<file path="src/rtl/reg_lock_tracker.sv">
// Destination-register scoreboard: locks rd on issue, unlocks on writeback,
// and blocks all issue (locks_o all-ones) while a jump is outstanding.
package rv64g_pkg;
   localparam int NUM_REGS = 32;
endpackage

// One-hot decode of a register index; index 0 and out-of-range indices decode to nothing.
module reg_lock_dec #(
   parameter int NR = 32,
   parameter int RW = $clog2(NR)
) (
   input  logic          vld,
   input  logic [RW-1:0] rd,
   output logic [NR-1:0] mask
);
   always_comb begin
      mask = '0;
      if (vld && rd != '0 && int'(rd) < NR) mask[rd] = 1'b1;
   end
endmodule

module reg_lock_tracker #(
   parameter int NR  = rv64g_pkg::NUM_REGS,
   parameter int NWB = 2
) (
   input  logic                              clk_i,
   input  logic                              arst_ni,
   input  logic                              issue_valid_i,
   input  logic                              issue_jump_i,
   input  logic [$clog2(NR)-1:0]             issue_rd_i,
   output logic                              issue_ready_o,
   input  logic [NWB-1:0]                    wb_valid_i,
   input  logic [NWB-1:0][$clog2(NR)-1:0]    wb_rd_i,
   input  logic                              jump_done_i,
   input  logic                              flush_i,
   output logic [NR-1:0]                     locks_o,
   output logic                              jump_pending_o,
   output logic [$clog2(NR):0]               lock_cnt_o
);
   localparam int RW = $clog2(NR);
   localparam int CW = $clog2(NR) + 1;

   typedef enum logic {IDLE, JUMP} state_t;

   state_t                 state_q;
   logic [NR-1:0]          lock_q;
   logic [NWB-1:0][NR-1:0] wb_mask;
   logic [NR-1:0]          clr_mask;
   logic [NR-1:0]          set_mask;
   logic                   accept;

   assign accept = issue_valid_i && (state_q == IDLE);

   for (genvar k = 0; k < NWB; k++) begin : g_wb
      reg_lock_dec #(.NR(NR), .RW(RW)) u_dec (
         .vld  (wb_valid_i[k]),
         .rd   (wb_rd_i[k]),
         .mask (wb_mask[k])
      );
   end

   reg_lock_dec #(.NR(NR), .RW(RW)) u_set_dec (
      .vld  (accept && !issue_jump_i),
      .rd   (issue_rd_i),
      .mask (set_mask)
   );

   always_comb begin
      clr_mask = '0;
      for (int k = 0; k < NWB; k++) clr_mask = clr_mask | wb_mask[k];
   end

   always_ff @(posedge clk_i or negedge arst_ni) begin
      if (!arst_ni) begin
         state_q <= IDLE;
         lock_q  <= '0;
      end else if (flush_i) begin
         state_q <= IDLE;
         lock_q  <= '0;
      end else begin
         // Set is OR-ed after the clear so a same-cycle reissue keeps the lock.
         lock_q <= (lock_q & ~clr_mask) | set_mask;
         case (state_q)
            IDLE:    if (accept && issue_jump_i) state_q <= JUMP;
            JUMP:    if (jump_done_i)            state_q <= IDLE;
            default:                             state_q <= IDLE;
         endcase
      end
   end

   always_comb begin
      lock_cnt_o = '0;
      for (int i = 0; i < NR; i++) lock_cnt_o = lock_cnt_o + CW'(lock_q[i]);
   end

   assign locks_o        = (state_q == JUMP) ? '1 : lock_q;
   assign issue_ready_o  = (state_q == IDLE);
   assign jump_pending_o = (state_q == JUMP);
endmodule

</file>
<file path="config.mk">
export PLATFORM = sky130hd
export DESIGN_NAME = reg_lock_tracker
export DESIGN_NICKNAME = d
export VERILOG_FILES = /design/src/rtl/reg_lock_tracker.sv
export SDC_FILE = /design/constraint.sdc
export NUM_CORES = 1
export LEC_CHECK = 0
export CAP_MARGIN = 20
export CORE_ASPECT_RATIO = 1.1
export CORE_MARGIN = 2
export CORE_UTILIZATION = 43
export CTS_BUF_LIST = sky130_fd_sc_hd__clkbuf_16
export CTS_CLUSTER_SIZE = 14
export DETAILED_ROUTE_END_ITERATION = 16
export GPL_ROUTABILITY_DRIVEN = 0
export GPL_TIMING_DRIVEN = 0
export PLACE_DENSITY = 0.8
export SYNTH_ARGS = -nofsm -noshare
export SYNTH_HDL_FRONTEND = slang
export SYNTH_SLANG_ARGS = --single-unit
export TNS_END_PERCENT = 30
</file>
<file path="constraint.sdc">
create_clock -name clk_i -period 7.7 [get_ports clk_i]
set_clock_uncertainty 0.2 [all_clocks]
set_input_delay 0.77 -clock clk_i [delete_from_list [all_inputs] [get_ports clk_i]]
set_output_delay 0.77 -clock clk_i [all_outputs]
set_load 0.05 [all_outputs]
</file>
# == Word level (Yosys, flattened, before mapping) ==
# Cells that the tools add are included.
# Widths: inputs -> output; s select.
# word_totals
regBits,33
inputBits,23
output_inout_bits,40
word_cells,72
# classes
addsub,31
n_lt_le_gt_ge,6
n_mux,15
n_bitwise,5
reduce_logical,13
# op_table
op,n
$mux 32,5
$add 6x1->6,26
$or 32x32->32,2
$and 32x32->32,1
$not 32->32,1
$lt 5x6->1 const B,3
$demux 1 s5,3
$ge 5x1->1 const B,3
$reduce_bool 5->1,3
$logic_and 1x1->1,9
$add 5x1->6,1
$mux 1,6
$add 4x1->5,1
$add 3x1->4,1
$add 2x1->3,1
$add 1x1->2,1
$pmux 1 s2,1
$logic_not 1->1,1
$not 1->1,1

# == Logic depth before layout (Yosys ltp) ==
# logic_depth
ltp_word,31
ltp_mapped,15
depth_no_buf,15

# == By module ==
# Synthesis repeated with hierarchy kept, for this count alone.
# unflattened
hier_cells,390
area_unflattened_um2,2935.3
# modules_own_cells
mod,n_inst,cells_each,area_per_inst_um2,seq_area_each_um2
reg_lock_tracker,1,246,2222.1,825.8
reg_lock_dec,3,48,237.7,0.0

# == Least setup slack after synthesis ==
# No wires, ideal clock.
# synth_path
path_type,register -> output
start,register lock_q[17]
end,output lock_cnt_o[4]
arrival_time_ns,4.954
t_required_ns,6.730
path_slack_ns,1.776
path_stages_with_launch,16
path_buffers,0
cell_sequence,dfrtp_1 > fa_1 > inv_1 > fa_1 > fa_1 > fa_1 > fa_1 > fa_1 > inv_1 > ha_1 > inv_1 > fa_1 > inv_1 > a21o_1 > a21oi_1 > xnor2_1
# synth_via
elab_chain_len,15
# synth_rtl
element,line_no,text
"start, declared",46,logic [NR-1:0] lock_q;
"start signal, assigned",82,lock_q <= (lock_q & ~clr_mask) | set_mask;
$add 6x1->6 (15 in series),93,for (int i = 0; i < NR; i++) lock_cnt_o = lock_cnt_o + CW'(lock_q[i]);
"end, declared",38,output logic [$clog2(NR):0] lock_cnt_o
# No other way between the ends.

# == Worst setup path in the final report ==
# layout_path
start,register lock_q[0]
end,output lock_cnt_o[3]
# layout_via
elab_chain_len,31
# layout_rtl
element,line_no
$add 1x1->2,93
$add 2x1->3,93
$add 3x1->4,93
$add 4x1->5,93
$add 5x1->6,93
$add 6x1->6 (26 in series),93
# No other way between the ends.

==> results.json <==
{
  "slew_headroom_pct": 51.5,
  "final_cells": 453,
  "globalRoute.totalOverflow": 0,
  "total_power_mw": 0.500,
  "nNetsFinal": 426,
  "chipWidth_um": 79.5,
  "syn_nets": 358,
  "fillerInstances": 538,
  "r2r_setup_slack_ns": 6.20,
  "crit_type": "reg -> out",
  "final_common_cell": "inv_1",
  "ys_ff_latch": 33,
  "tritoncts": "done",
  "drv_cap": 0,
  "power_density_nw_per_um2": 141,
  "drt_iter0_drc": 190,
  "clockBufferDepth": 2,
  "finalCriticalPeriod_ns": 6.57,
  "hold_viol": 0,
  "avgSynthCellArea_um2": 8.87,
  "dr.pass1.iters": 5,
  "seqCellArea_um2": 826,
  "seq_area_frac_synth_pct": 30.6,
  "holdBufCountCts": 0,
  "crit_start": "lock_q[0]",
  "syn_inst": 304,
  "crit_chain": "inv_1 > fa_1 > fa_1 > inv_1 > fa_1 > fa_1 > fa_1 > inv_1 > fa_1 > inv_1 > ha_1 > a21o_1 > a21oi_1 > xnor2_1 > clkdlybuf4s50_1",
  "final_antenna_net_count": 0,
  "end_kind": "primary output",
  "portBuffers": 61,
  "drc": 0,
  "finalCritPeriodShare_pct": 85.4,
  "mostFrequentLayoutCells": "61 x inv_1, 60 x clkdlybuf4s50_1, 53 x nand2_1",
  "dp_cells": 445,
  "syn2layout_area_growth_pct": 31.3,
  "tns_ns": 0,
  "r2r_start": "jump_pending_o",
  "utilization_pct": 57.9,
  "insertion_delay_ns": 0.28,
  "grt_max_degree": 34,
  "vias": 2607,
  "cts_setup_buffers": 0,
  "path_clk_slew_ns": 0.06,
  "r2r_cells": 3,
  "fmax_mhz": 152,
  "max_stage_delay_ns": 0.82,
  "cpMaxStageDelayCell": "clkdlybuf4s50_1",
  "arrival_ns": 5.60,
  "htree_levels": 2,
  "viasPerCell": 5.75,
  "leakagePower_nw": 1.63,
  "rsz0062_at_grt": "false",
  "die_y_um": 87.1,
  "die_area_um2": 6920,
  "grt_pass1_vias": 2648,
  "track_usage_pct": 23.5,
  "clock-sinks": 33,
  "grt_pass1_wl_mm": 12.4,
  "maxSlewViolCount": 0,
  "cp-start-kind": "flip-flop",
  "n_antenna_cell": 0,
  "hpwl_mm": 6.16,
  "multiInputGateArea_um2": 1550,
  "cts-root-buf": "clkbuf_16",
  "vdd_drop_max_v": 0.000100,
  "numCtsBuffers": 5,
  "ys_types": 33,
  "syn_area_um2": 2700,
  "drive_above_1_share_pct": 5.36,
  "core_area_um2": 6120,
  "worst_pin_slew_ns": 0.727,
  "cts-resized-gates": 0,
  "hold_class": "in -> async",
  "start_util_pct": 44.1,
  "yosysWarningCount": 0,
  "status": "complete, no violations",
  "setup_viol": 0,
  "avgRoutedWirePerCell_um": 17.2,
  "wl_mm": 7.79,
  "required_ns": 6.73,
  "crit_path_frequent_cell": "fa_1",
  "ioPinCount": 63,
  "worstPathMaxFanout": 3,
  "rr_endpoint": "lock_q[6]",
  "antenna_found_initial": 0,
  "row_count": 30
}
-- worst max-delay path, delay by kind of cell, from the launching register on --
family	cells	cell delay (ns)
compound gates	2	0.40
fa+ha+maj	7	3.33
xor+xnor	1	0.16
flops	1	0.33
buf+inv	5	1.10
-- power by group --
part	switching [mW]	leakage [nW]	total (mW)	internal (mW)
Combinational	0.0885	1.10	0.134	0.0453
Sequential	0.000938	0.460	0.176	0.175
Clock	0.0732	0.0748	0.190	0.117
-- state kept, by name, indices dropped and copies added, names as in the netlist --
name	flops
lock_q	32
jump_pending_o	1
-- final cells by class --
| cell class | instances | area share [%] |
|---|---|---|
| multi-input cells | 196 | 43.8 |
| flip-flops and latches | 33 | 23.3 |
| repair buffers | 61 | 17.1 |
| inverters | 61 | 6.46 |
| clock buffers | 5 | 3.53 |
| well taps | 80 | 2.83 |
| plain buffers | 14 | 2.58 |
| clock inverters | 3 | 0.389 |
-- logic make-up (layout without fill, tap and decap cells) --
| kind of cell | after synthesis | in the layout | synth area share, % |
|---|---|---|---|
| adder cells (fa/ha/maj) | 31 | 31 | 21.1 |
| flip-flops | 33 | 33 | 30.6 |
| AND/OR/NAND/NOR | 94 | 94 | 16.9 |
| buffers and inverters | 75 | 144 | 11.9 |
| AO/OA/AOI/OAI | 68 | 68 | 18.6 |
| XOR/XNOR | 3 | 3 | 0.974 |
-- cells in the mapped netlist --
cell type | number | area (um^2)
nand3_1 | 8 | 40.0
o32ai_1 | 31 | 272
nand4_1 | 2 | 12.5
clkbuf_1 | 3 | 11.3
nand4b_1 | 1 | 8.76
nor3_1 | 1 | 5.00
and4b_1 | 1 | 10.0
nor3b_2 | 1 | 12.5
buf_6 | 2 | 22.5
o22ai_1 | 31 | 194
ha_1 | 7 | 87.6
fa_1 | 24 | 480
a21oi_1 | 2 | 10.0
a21o_1 | 2 | 15.0
xnor2_1 | 3 | 26.3
or2_1 | 2 | 12.5
nand2_1 | 53 | 199
nor2_1 | 8 | 30.0
nor2b_1 | 6 | 37.5
inv_2 | 1 | 3.75
nor2b_2 | 1 | 8.76
a31oi_1 | 1 | 6.26
inv_1 | 60 | 225
o21ai_1 | 1 | 5.00
buf_1 | 2 | 7.51
nor4b_2 | 1 | 15.0
dfrtp_1 | 33 | 826
nor3b_1 | 1 | 7.51
nand3b_1 | 1 | 7.51
nand2b_1 | 6 | 37.5
dlymetal6s2s_1 | 2 | 25.0
or3_4 | 1 | 11.3
buf_2 | 5 | 25.0
-- metal layers --
metal	global-route usage, %	wire [um]	vias to the layer above
met2	39.1	3710	185
met4	11.6	289	0
met5	0	0	-
li1	-	-	1181
met3	3.94	656	36
met1	29.6	3140	1205
-- how the worst max path moves through the flow --
| stage | cells after the start | slack (ns) | end |
|---|---|---|---|
| final | 15 | 1.13 | lock_cnt_o[3] |
| after global routing | 16 | 0.95 | lock_cnt_o[4] |
| after CTS | 15 | 1.12 | lock_cnt_o[3] |
| after detailed placement | 15 | 1.42 | lock_cnt_o[3] |
| after global placement | 16 | 1.49 | lock_cnt_o[4] |
| after floorplan | 15 | 1.78 | lock_cnt_o[4] |
-- metrics by stage --
step	instance area, um^2	setup slack [ns]	hold WS, ns
2_1_floorplan	2700	1.78	0.274
3_3_place_gp	3410	1.49	0.310
3_5_place_dp	3400	1.42	0.369
4_1_cts	3540	1.12	0.374
5_1_grt	3540	0.951	0.397
6_report	3540	1.13	0.344
Note: power is estimated with default switching activity, not from simulation.
